[src/rtl/xz_pkg.sv]
// Shared types for the X/Z scrub monitor.
//   res_mode_e   : how flagged (x/z) bits are replaced in the scrubbed sample
//   chan_state_e : per-channel health state; 2'b11 is never entered on purpose
//   ch_width()   : channel-index width, never narrower than one bit
package xz_pkg;

  typedef enum logic [1:0] {
    RES_ZERO = 2'd0,
    RES_ONE  = 2'd1,
    RES_HOLD = 2'd2
  } res_mode_e;

  typedef enum logic [1:0] {
    ST_CLEAN = 2'b00,
    ST_DIRTY = 2'b01,
    ST_ALARM = 2'b10,
    ST_RSVD  = 2'b11
  } chan_state_e;

  function automatic int ch_width(input int n);
    return (n > 1) ? $clog2(n) : 1;
  endfunction

endpackage

[src/rtl/xz_scrub_monitor_if.sv]
// Sample bus of the X/Z scrub monitor.
//   in_valid/in_ch/in_data           : raw 4-state sample offered to the monitor
//   out_valid/out_ch/out_data/out_xz_mask : scrubbed sample, one cycle later
// master = sample producer/consumer side, slave = the monitor.
interface xz_scrub_monitor_if
  import xz_pkg::*;
#(
  parameter int WIDTH    = 8,
  parameter int CHANNELS = 4
);
  localparam int CH_W = ch_width(CHANNELS);

  logic             in_valid;
  logic [CH_W-1:0]  in_ch;
  logic [WIDTH-1:0] in_data;
  logic             out_valid;
  logic [CH_W-1:0]  out_ch;
  logic [WIDTH-1:0] out_data;
  logic [WIDTH-1:0] out_xz_mask;

  modport master (
    output in_valid, in_ch, in_data,
    input  out_valid, out_ch, out_data, out_xz_mask
  );

  modport slave (
    input  in_valid, in_ch, in_data,
    output out_valid, out_ch, out_data, out_xz_mask
  );

endinterface

[src/rtl/xz_chan_tracker.sv]
// Per-channel X/Z event counter and health FSM.
//   clk, rst_n : clock, asynchronous active-low reset
//   clr        : synchronous clear of count and state
//   ev         : one X/Z event for this channel this cycle
//   count      : saturating event count (registered)
//   state      : CLEAN/DIRTY/ALARM encoding (registered)
//   alarm_next : state of the next cycle is ALARM, lets the parent register
//                its alarm output in step with state
module xz_chan_tracker
  import xz_pkg::*;
#(
  parameter int CNT_W    = 8,
  parameter int ALARM_TH = 4
) (
  input  logic             clk,
  input  logic             rst_n,
  input  logic             clr,
  input  logic             ev,
  output logic [CNT_W-1:0] count,
  output logic [1:0]       state,
  output logic             alarm_next
);

  localparam logic [CNT_W-1:0] CNT_MAX  = {CNT_W{1'b1}};
  localparam logic [CNT_W-1:0] CNT_ZERO = {CNT_W{1'b0}};
  localparam logic [CNT_W-1:0] CNT_ONE  = CNT_W'(1);
  localparam logic [CNT_W-1:0] TH       = CNT_W'(ALARM_TH);

  logic [CNT_W-1:0] count_r;
  logic [CNT_W-1:0] base_count_s;
  logic [CNT_W-1:0] inc_count_s;
  logic [CNT_W-1:0] next_count_s;
  chan_state_e      state_r;
  chan_state_e      base_state_s;
  chan_state_e      next_state_s;

  // Next count/state: a clear is applied first, then this cycle's event on top of it.
  always_comb begin
    base_count_s = CNT_ZERO;
    base_state_s = ST_CLEAN;
    if (clr) begin
      base_count_s = CNT_ZERO;
      base_state_s = ST_CLEAN;
    end else begin
      base_count_s = count_r;
      case (state_r)
        ST_CLEAN, ST_DIRTY, ST_ALARM: base_state_s = state_r;
        default:                      base_state_s = ST_CLEAN;
      endcase
    end

    // Saturate instead of wrapping so a burst can never make a channel look healthy.
    inc_count_s = (base_count_s == CNT_MAX) ? base_count_s : base_count_s + CNT_ONE;

    next_count_s = base_count_s;
    next_state_s = base_state_s;
    if (ev) begin
      next_count_s = inc_count_s;
      case (base_state_s)
        ST_CLEAN, ST_DIRTY: next_state_s = (inc_count_s >= TH) ? ST_ALARM : ST_DIRTY;
        ST_ALARM:           next_state_s = ST_ALARM;
        default:            next_state_s = ST_CLEAN;
      endcase
    end else begin
      next_count_s = base_count_s;
      next_state_s = base_state_s;
    end

    alarm_next = (next_state_s == ST_ALARM);
  end

  // Count and state registers.
  always_ff @(posedge clk or negedge rst_n) begin
    if (!rst_n) begin
      count_r <= CNT_ZERO;
      state_r <= ST_CLEAN;
    end else begin
      count_r <= next_count_s;
      state_r <= next_state_s;
    end
  end

  assign count = count_r;
  assign state = state_r;

endmodule

[src/rtl/xz_scrub_monitor.sv]
// X/Z scrub monitor: detects x/z bits in incoming 4-state samples, replaces
// them according to MODE and tracks per-channel event counts and health.
//   clk, rst_n : clock, asynchronous active-low reset
//   bus        : sample bus (slave side), one-cycle latency in to out
//   clr        : clears counts and channel states, keeps last-good values
//   xz_count   : per-channel saturating event counts
//   ch_state   : per-channel CLEAN(00)/DIRTY(01)/ALARM(10)
//   alarm      : any channel in ALARM
//   err        : one-cycle pulse after a sample addressed to a missing channel
module xz_scrub_monitor
  import xz_pkg::*;
#(
  parameter int        WIDTH    = 8,
  parameter int        CHANNELS = 4,
  parameter int        CNT_W    = 8,
  parameter int        ALARM_TH = 4,
  parameter res_mode_e MODE     = RES_ZERO
) (
  input  logic                           clk,
  input  logic                           rst_n,
  xz_scrub_monitor_if.slave              bus,
  input  logic                           clr,
  output logic [CHANNELS-1:0][CNT_W-1:0] xz_count,
  output logic [CHANNELS-1:0][1:0]       ch_state,
  output logic                           alarm,
  output logic                           err
);

  localparam int             CH_W     = ch_width(CHANNELS);
  localparam logic [CH_W:0]  CH_LIMIT = (CH_W+1)'(CHANNELS);

  logic                           in_range_s;
  logic                           accept_s;
  logic [CH_W-1:0]                idx_s;
  logic [WIDTH-1:0]               mask_s;
  logic [WIDTH-1:0]               known_s;
  logic [WIDTH-1:0]               hold_s;
  logic [WIDTH-1:0]               res_s;
  logic [CHANNELS-1:0]            ev_s;
  logic [CHANNELS-1:0]            alarm_next_s;
  logic [CHANNELS-1:0][WIDTH-1:0] last_good_r;
  logic                           out_valid_r;
  logic [CH_W-1:0]                out_ch_r;
  logic [WIDTH-1:0]               out_data_r;
  logic [WIDTH-1:0]               out_mask_r;
  logic                           err_r;
  logic                           alarm_r;

  // Range check, per-bit x/z detection and resolve of the incoming sample.
  always_comb begin
    in_range_s = ({1'b0, bus.in_ch} < CH_LIMIT);
    accept_s   = bus.in_valid && in_range_s;
    // Out-of-range samples are dropped; the safe index only keeps the
    // last-good lookup inside the array.
    idx_s      = in_range_s ? bus.in_ch : {CH_W{1'b0}};

    // A bit that is case-unequal to both 0 and 1 must be x or z.
    mask_s = {WIDTH{1'b0}};
    for (int i = 0; i < WIDTH; i++) begin
      mask_s[i] = (bus.in_data[i] !== 1'b0) && (bus.in_data[i] !== 1'b1);
    end

    // ANDing with the inverted mask turns every flagged bit into a clean 0.
    known_s = bus.in_data & ~mask_s;
    hold_s  = last_good_r[idx_s];
    case (MODE)
      RES_ZERO: res_s = known_s;
      RES_ONE:  res_s = known_s | mask_s;
      RES_HOLD: res_s = known_s | (hold_s & mask_s);
      default:  res_s = known_s;
    endcase
  end

  // Event strobe for each channel tracker.
  always_comb begin
    ev_s = {CHANNELS{1'b0}};
    for (int c = 0; c < CHANNELS; c++) begin
      ev_s[c] = accept_s && (|mask_s) && (idx_s == CH_W'(c));
    end
  end

  // Output stage, error pulse, alarm and last-good registers; clr does not touch the data path.
  always_ff @(posedge clk or negedge rst_n) begin
    if (!rst_n) begin
      out_valid_r <= 1'b0;
      out_ch_r    <= {CH_W{1'b0}};
      out_data_r  <= {WIDTH{1'b0}};
      out_mask_r  <= {WIDTH{1'b0}};
      err_r       <= 1'b0;
      alarm_r     <= 1'b0;
      last_good_r <= {(CHANNELS*WIDTH){1'b0}};
    end else begin
      out_valid_r <= accept_s;
      err_r       <= bus.in_valid && !in_range_s;
      alarm_r     <= |alarm_next_s;
      if (accept_s) begin
        out_ch_r           <= bus.in_ch;
        out_data_r         <= res_s;
        out_mask_r         <= mask_s;
        last_good_r[idx_s] <= res_s;
      end else begin
        out_ch_r   <= out_ch_r;
        out_data_r <= out_data_r;
        out_mask_r <= out_mask_r;
      end
    end
  end

  generate
    for (genvar c = 0; c < CHANNELS; c++) begin : g_chan
      xz_chan_tracker #(
        .CNT_W    (CNT_W),
        .ALARM_TH (ALARM_TH)
      ) u_trk (
        .clk        (clk),
        .rst_n      (rst_n),
        .clr        (clr),
        .ev         (ev_s[c]),
        .count      (xz_count[c]),
        .state      (ch_state[c]),
        .alarm_next (alarm_next_s[c])
      );
    end
  endgenerate

  assign bus.out_valid   = out_valid_r;
  assign bus.out_ch      = out_ch_r;
  assign bus.out_data    = out_data_r;
  assign bus.out_xz_mask = out_mask_r;
  assign err             = err_r;
  assign alarm           = alarm_r;

endmodule

[src/flat_wrapper.sv]
// flat-port wrapper written by rule: the top's interface ports become plain ports
module xz_scrub_monitor_flat import xz_pkg::*;
#(
  parameter int        WIDTH    = 8,
  parameter int        CHANNELS = 4,
  parameter int        CNT_W    = 8,
  parameter int        ALARM_TH = 4,
  parameter res_mode_e MODE     = RES_ZERO
)
  (clk, rst_n, clr, xz_count, ch_state, alarm, err, bus_in_valid, bus_in_ch, bus_in_data, bus_out_valid, bus_out_ch, bus_out_data, bus_out_xz_mask);
  xz_scrub_monitor_if #(.WIDTH(WIDTH), .CHANNELS(CHANNELS)) bus_i ();
  input  logic clk;
  input  logic rst_n;
  input  logic clr;
  output logic [CHANNELS-1:0][CNT_W-1:0] xz_count;
  output logic [CHANNELS-1:0][1:0] ch_state;
  output logic alarm;
  output logic err;
  input wire logic [$bits(bus_i.in_valid)-1:0] bus_in_valid;
  input wire logic [$bits(bus_i.in_ch)-1:0] bus_in_ch;
  input wire logic [$bits(bus_i.in_data)-1:0] bus_in_data;
  output wire logic [$bits(bus_i.out_valid)-1:0] bus_out_valid;
  output wire logic [$bits(bus_i.out_ch)-1:0] bus_out_ch;
  output wire logic [$bits(bus_i.out_data)-1:0] bus_out_data;
  output wire logic [$bits(bus_i.out_xz_mask)-1:0] bus_out_xz_mask;
  assign bus_i.in_valid = bus_in_valid;
  assign bus_i.in_ch = bus_in_ch;
  assign bus_i.in_data = bus_in_data;
  assign bus_out_valid = bus_i.out_valid;
  assign bus_out_ch = bus_i.out_ch;
  assign bus_out_data = bus_i.out_data;
  assign bus_out_xz_mask = bus_i.out_xz_mask;
  xz_scrub_monitor #(.WIDTH(WIDTH), .CHANNELS(CHANNELS), .CNT_W(CNT_W), .ALARM_TH(ALARM_TH), .MODE(MODE)) u_core (.clk(clk), .rst_n(rst_n), .bus(bus_i), .clr(clr), .xz_count(xz_count), .ch_state(ch_state), .alarm(alarm), .err(err));
endmodule
[config.mk]
export PLATFORM = sky130hd
export DESIGN_NAME = xz_scrub_monitor_flat
export DESIGN_NICKNAME = d
export VERILOG_FILES = /design/src/rtl/xz_pkg.sv /design/src/rtl/xz_scrub_monitor_if.sv /design/src/rtl/xz_chan_tracker.sv /design/src/rtl/xz_scrub_monitor.sv /design/src/flat_wrapper.sv
export SDC_FILE = /design/constraint.sdc
export NUM_CORES = 1
export LEC_CHECK = 0
export ABC_AREA = 1
export ABC_CLOCK_PERIOD_IN_PS = 2300
export BUFFER_PORTS_ARGS = -buffer_cell sky130_fd_sc_hd__buf_2
export CORE_MARGIN = 2
export CORE_UTILIZATION = 30
export DETAILED_ROUTE_END_ITERATION = 10
export GPL_ROUTABILITY_DRIVEN = 0
export PLACE_DENSITY_LB_ADDON = 0.08
export SLEW_MARGIN = 20
export SYNTH_ARGS = -nofsm -noshare
export SYNTH_HDL_FRONTEND = slang
export SYNTH_HIERARCHICAL = 1
export SYNTH_SLANG_ARGS = --single-unit
[constraint.sdc]
create_clock -name clk -period 2.3 [get_ports clk]
set_clock_uncertainty 0.2 [all_clocks]
set_input_delay 0.46 -clock clk [delete_from_list [all_inputs] [get_ports clk]]
set_output_delay 0.46 -clock clk [all_outputs]
set_load 0.1 [all_outputs]
=== Yosys cells after proc, flatten, opt, wreduce, memory -nomap -nowiden ===
Index checks and enable logic that the tools add are counted.

* Register bits: 60
* Output and inout port bits: 61
* Logic and storage cells: 130

* Add/subtract/negate cells: 4
* Order comparisons: 4
* Eq/ne operators: 43
* Mux-type cells: 32
* Bitwise logic cells: 2
* Reduce and logical (&&, ||, !) cells: 32

{| class="wikitable"
|+ Operator list
! operator !! count
|-
| $mux 8 || 12
|-
| $add 8x1->8 const B || 4
|-
| $eq 8x8->1 const B || 4
|-
| $ge 8x3->1 const B || 4
|-
| $mux 2 || 16
|-
| $eq 2x2->1 const B || 14
|-
| $eq 2x1->1 const B || 9
|-
| $logic_not 2->1 || 9
|-
| $nex 1x1->1 const B || 16
|-
| $pmux 2 s2 || 4
|-
| $logic_and 1x1->1 || 13
|-
| $reduce_or 3->1 || 4
|-
| $and 8x8->8 || 1
|-
| $not 8->8 || 1
|-
| $reduce_or 2->1 || 4
|-
| $reduce_or 8->1 || 1
|-
| $reduce_or 4->1 || 1
|}

=== Logic depth before layout (Yosys ltp) ===
Gate-level depths: netlist (run 1).

* Depth in word-level cells: 10
* Depth in mapped cells: 12
* Gate-level depth less buffers: 12

=== By module ===
Netlist (run 1), hierarchy kept.

{| class="wikitable"
|+ Modules (own cells, without submodules)
! module !! times used !! cells an instance !! area an instance (um^2) !! seq. area each (um^2)
|-
| xz_chan_tracker || 4 || 92 || 643.1 || 250.2
|-
| xz_scrub_monitor || 1 || 57 || 510.5 || 300.3
|}

=== Worst setup path after synthesis (run 1) ===
OpenSTA, ideal clock, no wires.

* Kind: register to register
* Start point: register u_core.g_chan[3].u_trk.state_r[0]
* End point: register u_core.alarm_r (netlist: u_core/alarm)
* Setup time: 119 ps
* Arrival time: 1346 ps
* Required time: 1981 ps
* Slack: 636 ps
* Cell stages (with the launch flop): 5
* Buffers on the path: 0
* Clock period less this slack: 1664 ps
* Cell sequence: dfrtp_1 > nand3b_1 > nand2_1 > nor2_1 > nand2_1

* Cells in the longest elaborated chain, start to end: 10

{| class="wikitable"
|+ RTL lines
! element !! line !! RTL
|-
| start, declared || xz_chan_tracker.sv:33 || <nowiki>chan_state_e state_r;</nowiki>
|-
| start signal, assigned || xz_chan_tracker.sv:79 || <nowiki>state_r <= next_state_s;</nowiki>
|-
| $eq 2x1->1, or another cell as far along || xz_chan_tracker.sv:46 || <nowiki>case (state_r)</nowiki>
|-
| $reduce_or 3->1 || xz_chan_tracker.sv:46 ||
|-
| $mux 2 * || xz_chan_tracker.sv:46 ||
|-
| $mux 2 * || xz_chan_tracker.sv:41 || <nowiki>if (clr) begin</nowiki>
|-
| $eq 2x1->1 / $logic_not 2->1 (equally long branches) || xz_chan_tracker.sv:59 || <nowiki>case (base_state_s)</nowiki>
|-
| $reduce_or 2->1 || xz_chan_tracker.sv:59 ||
|-
| $pmux 2 s2 || xz_chan_tracker.sv:59 ||
|-
| $mux 2 * || xz_chan_tracker.sv:57 || <nowiki>if (ev) begin</nowiki>
|-
| $eq 2x2->1 * || xz_chan_tracker.sv:69 || <nowiki>alarm_next = (next_state_s == ST_ALARM);</nowiki>
|-
| via u_core.alarm_next_s[3] || xz_scrub_monitor.sv:40 || <nowiki>logic [CHANNELS-1:0] alarm_next_s;</nowiki>
|-
| $reduce_or 4->1 * || xz_scrub_monitor.sv:95 || <nowiki>alarm_r <= |alarm_next_s;</nowiki>
|-
| end signal, assigned || xz_scrub_monitor.sv:95 ||
|-
| end, declared || xz_scrub_monitor.sv:47 || <nowiki>logic alarm_r;</nowiki>
|}

The timed path passes the listed nets; every way through them passes the cells marked *.
A chain may end at the register's enable or synchronous reset.

=== Final worst setup path (run 1) ===
* Start point: register u_core.g_chan[1].u_trk.count_r[2]
* End point: output port xz_count[10] in the netlist's numbering

{| class="wikitable"
|+ RTL lines
! element !! line !! RTL
|-
| start, declared || xz_chan_tracker.sv:29 || <nowiki>logic [CNT_W-1:0] count_r;</nowiki>
|-
| start signal, assigned || xz_chan_tracker.sv:78 || <nowiki>count_r <= next_count_s;</nowiki>
|-
| end, declared || flat_wrapper.sv:15 || <nowiki>output logic [CHANNELS-1:0][CNT_W-1:0] xz_count;</nowiki>
|}

No word-level cell between the ends.

==> impl_metrics.ini, run 1 <==
[run_status]
outcome = completed

[yosys]
synthDistinctLibCells = 21
synth.yosys.seq_area_share_pct = 42.2
yosys-top-cells-area = sky130_fd_sc_hd__dfrtp_1 42%, sky130_fd_sc_hd__nand2_1 17%, sky130_fd_sc_hd__nand3_1 8.4%, sky130_fd_sc_hd__inv_1 5.4%, sky130_fd_sc_hd__nor2_1 4.6%
synthesis.area_sq_um = 3080
synth.yosys.warnings = 6
yosys_most_used_dff = sky130_fd_sc_hd__dfrtp_1
post-synth-top-area-cell = sky130_fd_sc_hd__dfrtp_1
async_reset_ff_share_pct = 100
synthesis.area_per_instance_sq_um = 7.25
yosysTopAreaCellShare_pct = 42.2
edff_count_synth = 0
syn_inst = 425
yosys-top-cells-count = 143 x sky130_fd_sc_hd__nand2_1, 52 x sky130_fd_sc_hd__dfrtp_1, 52 x sky130_fd_sc_hd__nand3_1
yosysMostFrequentCell = sky130_fd_sc_hd__nand2_1
synth_seq_cells = 52

[clocking]
htree_num_levels = 2
clock_latency_on_the_worst_skew_pair_ns = 0.30
clk_path_buf_depth = 2
clock-sinks = 52
cts_buffers = 5
tritoncts = yes
clk_pin_slew_ns = 0.10
clk_root_buffer_cell = sky130_fd_sc_hd__clkbuf_8

[cells_and_area]
design.final.nets = 523
multiInputGateArea_sq_um = 1530
n_antenna_cell = 0
final.fill_count = 1101
area.sequential_sq_um = 1300
layoutNonFillerInstCount = 646
post_route_cells_drive_above_1_share_pct = 20.8
areaGrowthSynthToFinish_pct = 17.9

[worst_setup_path]
critical_path_required_ns = 1.64
critPathSlowestCell = sky130_fd_sc_hd__buf_2
rr_worst_depth = 4
worst-endpoint-arrival_ns = 1.22
worst_setup_path_start_kind = register
timing.rr.start = u_core/g_chan[3].u_trk/state[1]
timing.critical_path.cells = buf_2
worstSetupPathDepth = 1
cp_max_fo = 6
endpoint = xz_count[10]
worstReg2RegEnd = u_core/alarm
cp-end-kind = primary output
crit_path_start = u_core/g_chan[1].u_trk/count[2]
critical-path-top-delay-family = buffers and inverters
cp_num_buf_inv = 1
setup.reg_to_reg.worst_slack_ns = 1.21
cp_slowest_stage_delay_ns = 0.46
timing_worst_setup_path_type = reg -> out

[route]
drc_errors = 0
highest-signal-layer = met4
num_vias = 2795
drt_first_iter_violations = 105
routed-wl-met3_um = 262
wl_met2_um = 3230
wirelength_um = 7140
detail_route.vias_per_cell = 4.33
residual_antenna_violating_net_count_after_detailed_routing = 0
met1Wirelength_um = 3570
routed_wirelength_normalized_by_instance_count_um = 11.1
drtPass1Iterations = 4

[sta]
fin_setup_tns_ns = 0
timing.final.crit_share_pct = 81.7
timing_hold_violations_final = 0
finalCriticalPeriod_ns = 1.88
achievable-frequency_ghz = 0.532
rsz0062_at_grt = false
report.final.slew_viol_count = 0
timing.final.setup_violations = 0

[grt]
grt_start_max_net_pins = 38
grt_first_pass_wirelength_um = 12200
global_route.overflow_total = 0
grtUsageTotal_pct = 13.4
antenna_violations_before_repair = 0
via_count_of_the_first_global_routing_pass = 2616

[floorplanning]
die-width_um = 105
initial_utilization_pct = 30.4
floorplan.rows = 37
floorplan.die_area_sq_um = 11100
fp.coreArea_sq_um = 10100
chipHeight_um = 105
number_of_i_o_pins = 75

[run]
maxCapViolCount = 0

[worst_hold_path]
hold_path_depth = 3
hold_crit_class = in -> reg

[place]
post-dp-hpwl_um = 5420
io_buffers = 65
placed_cells_incl_taps = 637

[power]
ir_worst_vdd_mv = 0.251
p_per_area_nw_per_um2 = 639
p_leak_nw = 2.07
how the worst min path moves through the flow:
stage / from / endpoint / slack [ns]
3_3_place_gp: rst_n / u_core/g_chan[3].u_trk/count[5] / 0.23
4_1_cts: bus_in_data[6] / u_core/bus.out_data[6] / 0.13
6_report: bus_in_data[6] / u_core/bus.out_data[6] / 0.15
3_5_place_dp: rst_n / u_core/g_chan[3].u_trk/count[5] / 0.22
2_1_floorplan: rst_n / u_core/alarm / -0.04
5_1_grt: bus_in_data[3] / u_core/bus.out_data[3] / 0.14
power by group:
part / switching [mW] / total (mW) / leakage (nW) / internal [mW]
Sequential: 0.0568 / 1.03 / 0.681 / 0.972
Clock: 0.320 / 0.538 / 0.0414 / 0.218
Combinational: 0.653 / 0.757 / 1.34 / 0.103
Total: 1.03 / 2.32 / 2.07 / 1.29
area by class of cell:
cell class / instances / share of cell area [%]
clock buffers: 6 / 2.00
flip-flops and latches: 52 / 35.8
repair buffers: 67 / 9.78
multi-input cells: 334 / 42.2
well taps: 136 / 4.68
inverters: 49 / 5.06
clock inverters: 2 / 0.448
routing by layer:
metal  track usage (%)  vias to the layer above
li1                  -                     1465
met2              21.4                       43
met4              3.43                        0
met1              18.8                     1281
met3              2.47                        6
met5                 0                        -
through the flow:
step                worst slack [ns]  power (mW)  cell area, sq um  hold WS (ns)  util (%)
floorplan                      0.636        1.69              3190       -0.0356         -
global placement               0.671        1.80              3530         0.226      34.9
global route                   0.344        2.45              3630         0.139      35.8
CTS                            0.392        2.36              3630         0.134      35.8
finish                         0.420        2.32              3630         0.146      35.8
detailed placement             0.637        1.80              3530         0.224      34.9
cell families (layout without fill, tap and decap cells):
logic type                count (synthesis)  in the layout  share of synthesized area, %
and+or+nand+nor                         269            269                          39.1
buffers and inverters                    67            124                          11.4
DFF                                      52             52                          42.2
AOI/OAI and AO/OA                        32             32                          6.01
xor gates and xnor gates                  4              4                          1.14
other                                     1             29                         0.122
cell usage in the layout, fill, tap and decap left out, drive strengths merged:
cell	instances
o21bai	4
nand3b	4
a21oi	4
conb	29
o21ai	24
nand3	56
clkinvlp	1
inv	49
buf	66
clkinv	1
dfrtp	52
nand2	155
dlygate4sd3	1
xor2	4
nand4	8
clkbuf	6
nor2	46
sequential cells by signal (all words and copies together), names as in the netlist:
register,cells
u_core/alarm,1
u_core/g_chan.u_trk/state,8
u_core/g_chan.u_trk/count,32
u_core/bus.out_valid,1
u_core/bus.out_ch,2
u_core/bus.out_data,8
timing repair:
item                      CTS  global route
gates resized for setup     0             0
hold endpoints to repair   15             0
buffers inserted            0             0
hold buffers                1             0
worst register-to-register path, delay by kind of cell, from the launching register on:
family / cells / cell delay [ns]
flops: 1 / 0.43
simple gates: 4 / 0.37
Power figures use the tool's default switching activity.
==> run 2, diff against run 1 <==
- ABC_CLOCK_PERIOD_IN_PS: 2300 -> 1900
- clock period: 2.3 -> 1.9 ns (I/O delays scaled with it)
==> run 2 against run 1 <==
  * Non-clock buffer count is the same
  * Die area stayed put
  * Setup slack lost 0.32 ns
  * Count of clock-buffer cells in the layout decreased by 1
  * Highest routed layer unchanged
  * Critical endpoint is now xz_count[2]
==> impl_metrics.ini, run 2 (same netlist as run 1, synthesis figures left out) <==
[run_status]
outcome = completed

[floorplanning]
initial_utilization_pct = 30.4
floorplan.die_area_sq_um = 11100
fp.coreArea_sq_um = 10100
chipHeight_um = 105
number_of_i_o_pins = 75
die-width_um = 105
floorplan.rows = 37

[grt]
antenna_violations_before_repair = 0
grtUsageTotal_pct = 13.4
grt_first_pass_wirelength_um = 12300
via_count_of_the_first_global_routing_pass = 2622
grt_start_max_net_pins = 53
global_route.overflow_total = 0

[worst_setup_path]
critPathSlowestCell = sky130_fd_sc_hd__buf_2
critical_path_required_ns = 1.32
worstReg2RegEnd = u_core/alarm
timing.critical_path.cells = buf_2
cp_num_buf_inv = 1
timing_worst_setup_path_type = reg -> out
setup.reg_to_reg.worst_slack_ns = 0.82
rr_worst_depth = 4
cp-end-kind = primary output
cp_slowest_stage_delay_ns = 0.47
worst_setup_path_start_kind = register
worstSetupPathDepth = 1
cp_max_fo = 6
crit_path_start = u_core/g_chan[0].u_trk/count[2]
endpoint = xz_count[2]
critical-path-top-delay-family = buffers and inverters
worst-endpoint-arrival_ns = 1.22
timing.rr.start = u_core/g_chan[3].u_trk/state[1]

[power]
ir_worst_vdd_mv = 0.257
p_per_area_nw_per_um2 = 796
p_leak_nw = 2.07

[route]
routed_wirelength_normalized_by_instance_count_um = 11.2
drc_errors = 0
detail_route.vias_per_cell = 4.33
num_vias = 2788
wirelength_um = 7190
drtPass1Iterations = 4
drt_first_iter_violations = 87
residual_antenna_violating_net_count_after_detailed_routing = 0

[worst_hold_path]
hold_crit_class = in -> reg

[sta]
layout_setup_ws_ns = 0.104
timing.final.crit_share_pct = 94.5
rsz0062_at_grt = false
timing.final.setup_violations = 0
finalCriticalPeriod_ns = 1.80
achievable-frequency_ghz = 0.557
fin_setup_tns_ns = 0
timing_hold_violations_final = 0
report.final.slew_viol_count = 0

[cells_and_area]
post_route_cells_drive_above_1_share_pct = 20.7
final.fill_count = 1104
areaGrowthSynthToFinish_pct = 18.2
design.final.nets = 523
layout_commonest_cell = sky130_fd_sc_hd__nand2_1
largest_reg_flops = 32
most_used_cells_in_the_layout_excluding_fill_and_tap_cells = 143 x sky130_fd_sc_hd__nand2_1, 65 x sky130_fd_sc_hd__buf_2, 52 x sky130_fd_sc_hd__dfrtp_1, 52 x sky130_fd_sc_hd__nand3_1, 44 x sky130_fd_sc_hd__inv_1
n_antenna_cell = 0

[place]
post-dp-hpwl_um = 5370
placement.setup.worst_slack_ns = 0.297
io_buffers = 65

[clocking]
cts_buffers = 5
clk_root_buffer_cell = sky130_fd_sc_hd__clkbuf_8
post_cts_gate_resize_count = 0
clock_latency_on_the_worst_skew_pair_ns = 0.30
htree_num_levels = 2
clk_pin_slew_ns = 0.10
clock-sinks = 52
clk_path_buf_depth = 2
tritoncts = yes

[run]
maxCapViolCount = 0
==> run 2: changes by cell type in the layout (fill, tap and decap cells not counted) <==
cell,previous run,this run
sky130_fd_sc_hd__clkinvlp_4,1,0
sky130_fd_sc_hd__bufinv_16,0,1
sky130_fd_sc_hd__clkinv_4,1,0
sky130_fd_sc_hd__clkbuf_1,1,0
==> run 2: how the worst min path moves through the flow <==
stage	to	depth (start not counted)	start	slack (ns)
after floorplan	u_core/alarm	0	rst_n	-0.12
after global placement	u_core/g_chan[3].u_trk/count[3]	2	rst_n	0.21
after detailed placement	u_core/g_chan[3].u_trk/count[3]	2	rst_n	0.20
after CTS	u_core/bus.out_data[6]	3	bus_in_data[6]	0.06
after global routing	u_core/bus.out_data[7]	3	bus_in_data[7]	0.07
final	u_core/bus.out_data[6]	3	bus_in_data[6]	0.07
==> run 2: final cells by class <==
type,instances,area (sq um),share of cell area [%]
clock buffers,5,68.8,1.89
clock inverters,1,30.0,0.824
inverters,49,184,5.05
multi-input cells,334,1530,42.1
flip-flops and latches,52,1300,35.7
well taps,136,170,4.67
repair buffers,67,355,9.75
==> run 2: layer usage <==
metal	share of wire, %	vias to the layer above	GRT usage [%]
li1	-	1471	-
met1	49	1269	18.9
met2	47	42	21.6
met3	3.4	6	1.92
met4	1.2	0	3.81
met5	0	-	0
==> run 2: report_power, final <==
part | internal [mW] | switching (mW)
Clock | 0.379 | 0.363
Sequential | 1.18 | 0.0681
Combinational | 0.125 | 0.790
Total | 1.68 | 1.22
==> run 2: metrics by stage <==
step	area (sq um)	util, %	std cells	hold slack [ns]	power (mW)
finish	3640	35.9	644	0.0693	2.90
global route	3640	35.9	644	0.0713	3.05
CTS	3640	35.9	644	0.0636	2.95
detailed placement	3530	34.9	637	0.204	2.18
global placement	3530	34.9	637	0.207	2.18
floorplan	3190	-	453	-0.116	2.04
==> run 2: repair_timing <==
action	in CTS	in global routing
endpoints found under the hold margin	52	0
setup buffers	0	0
hold buffers	1	0
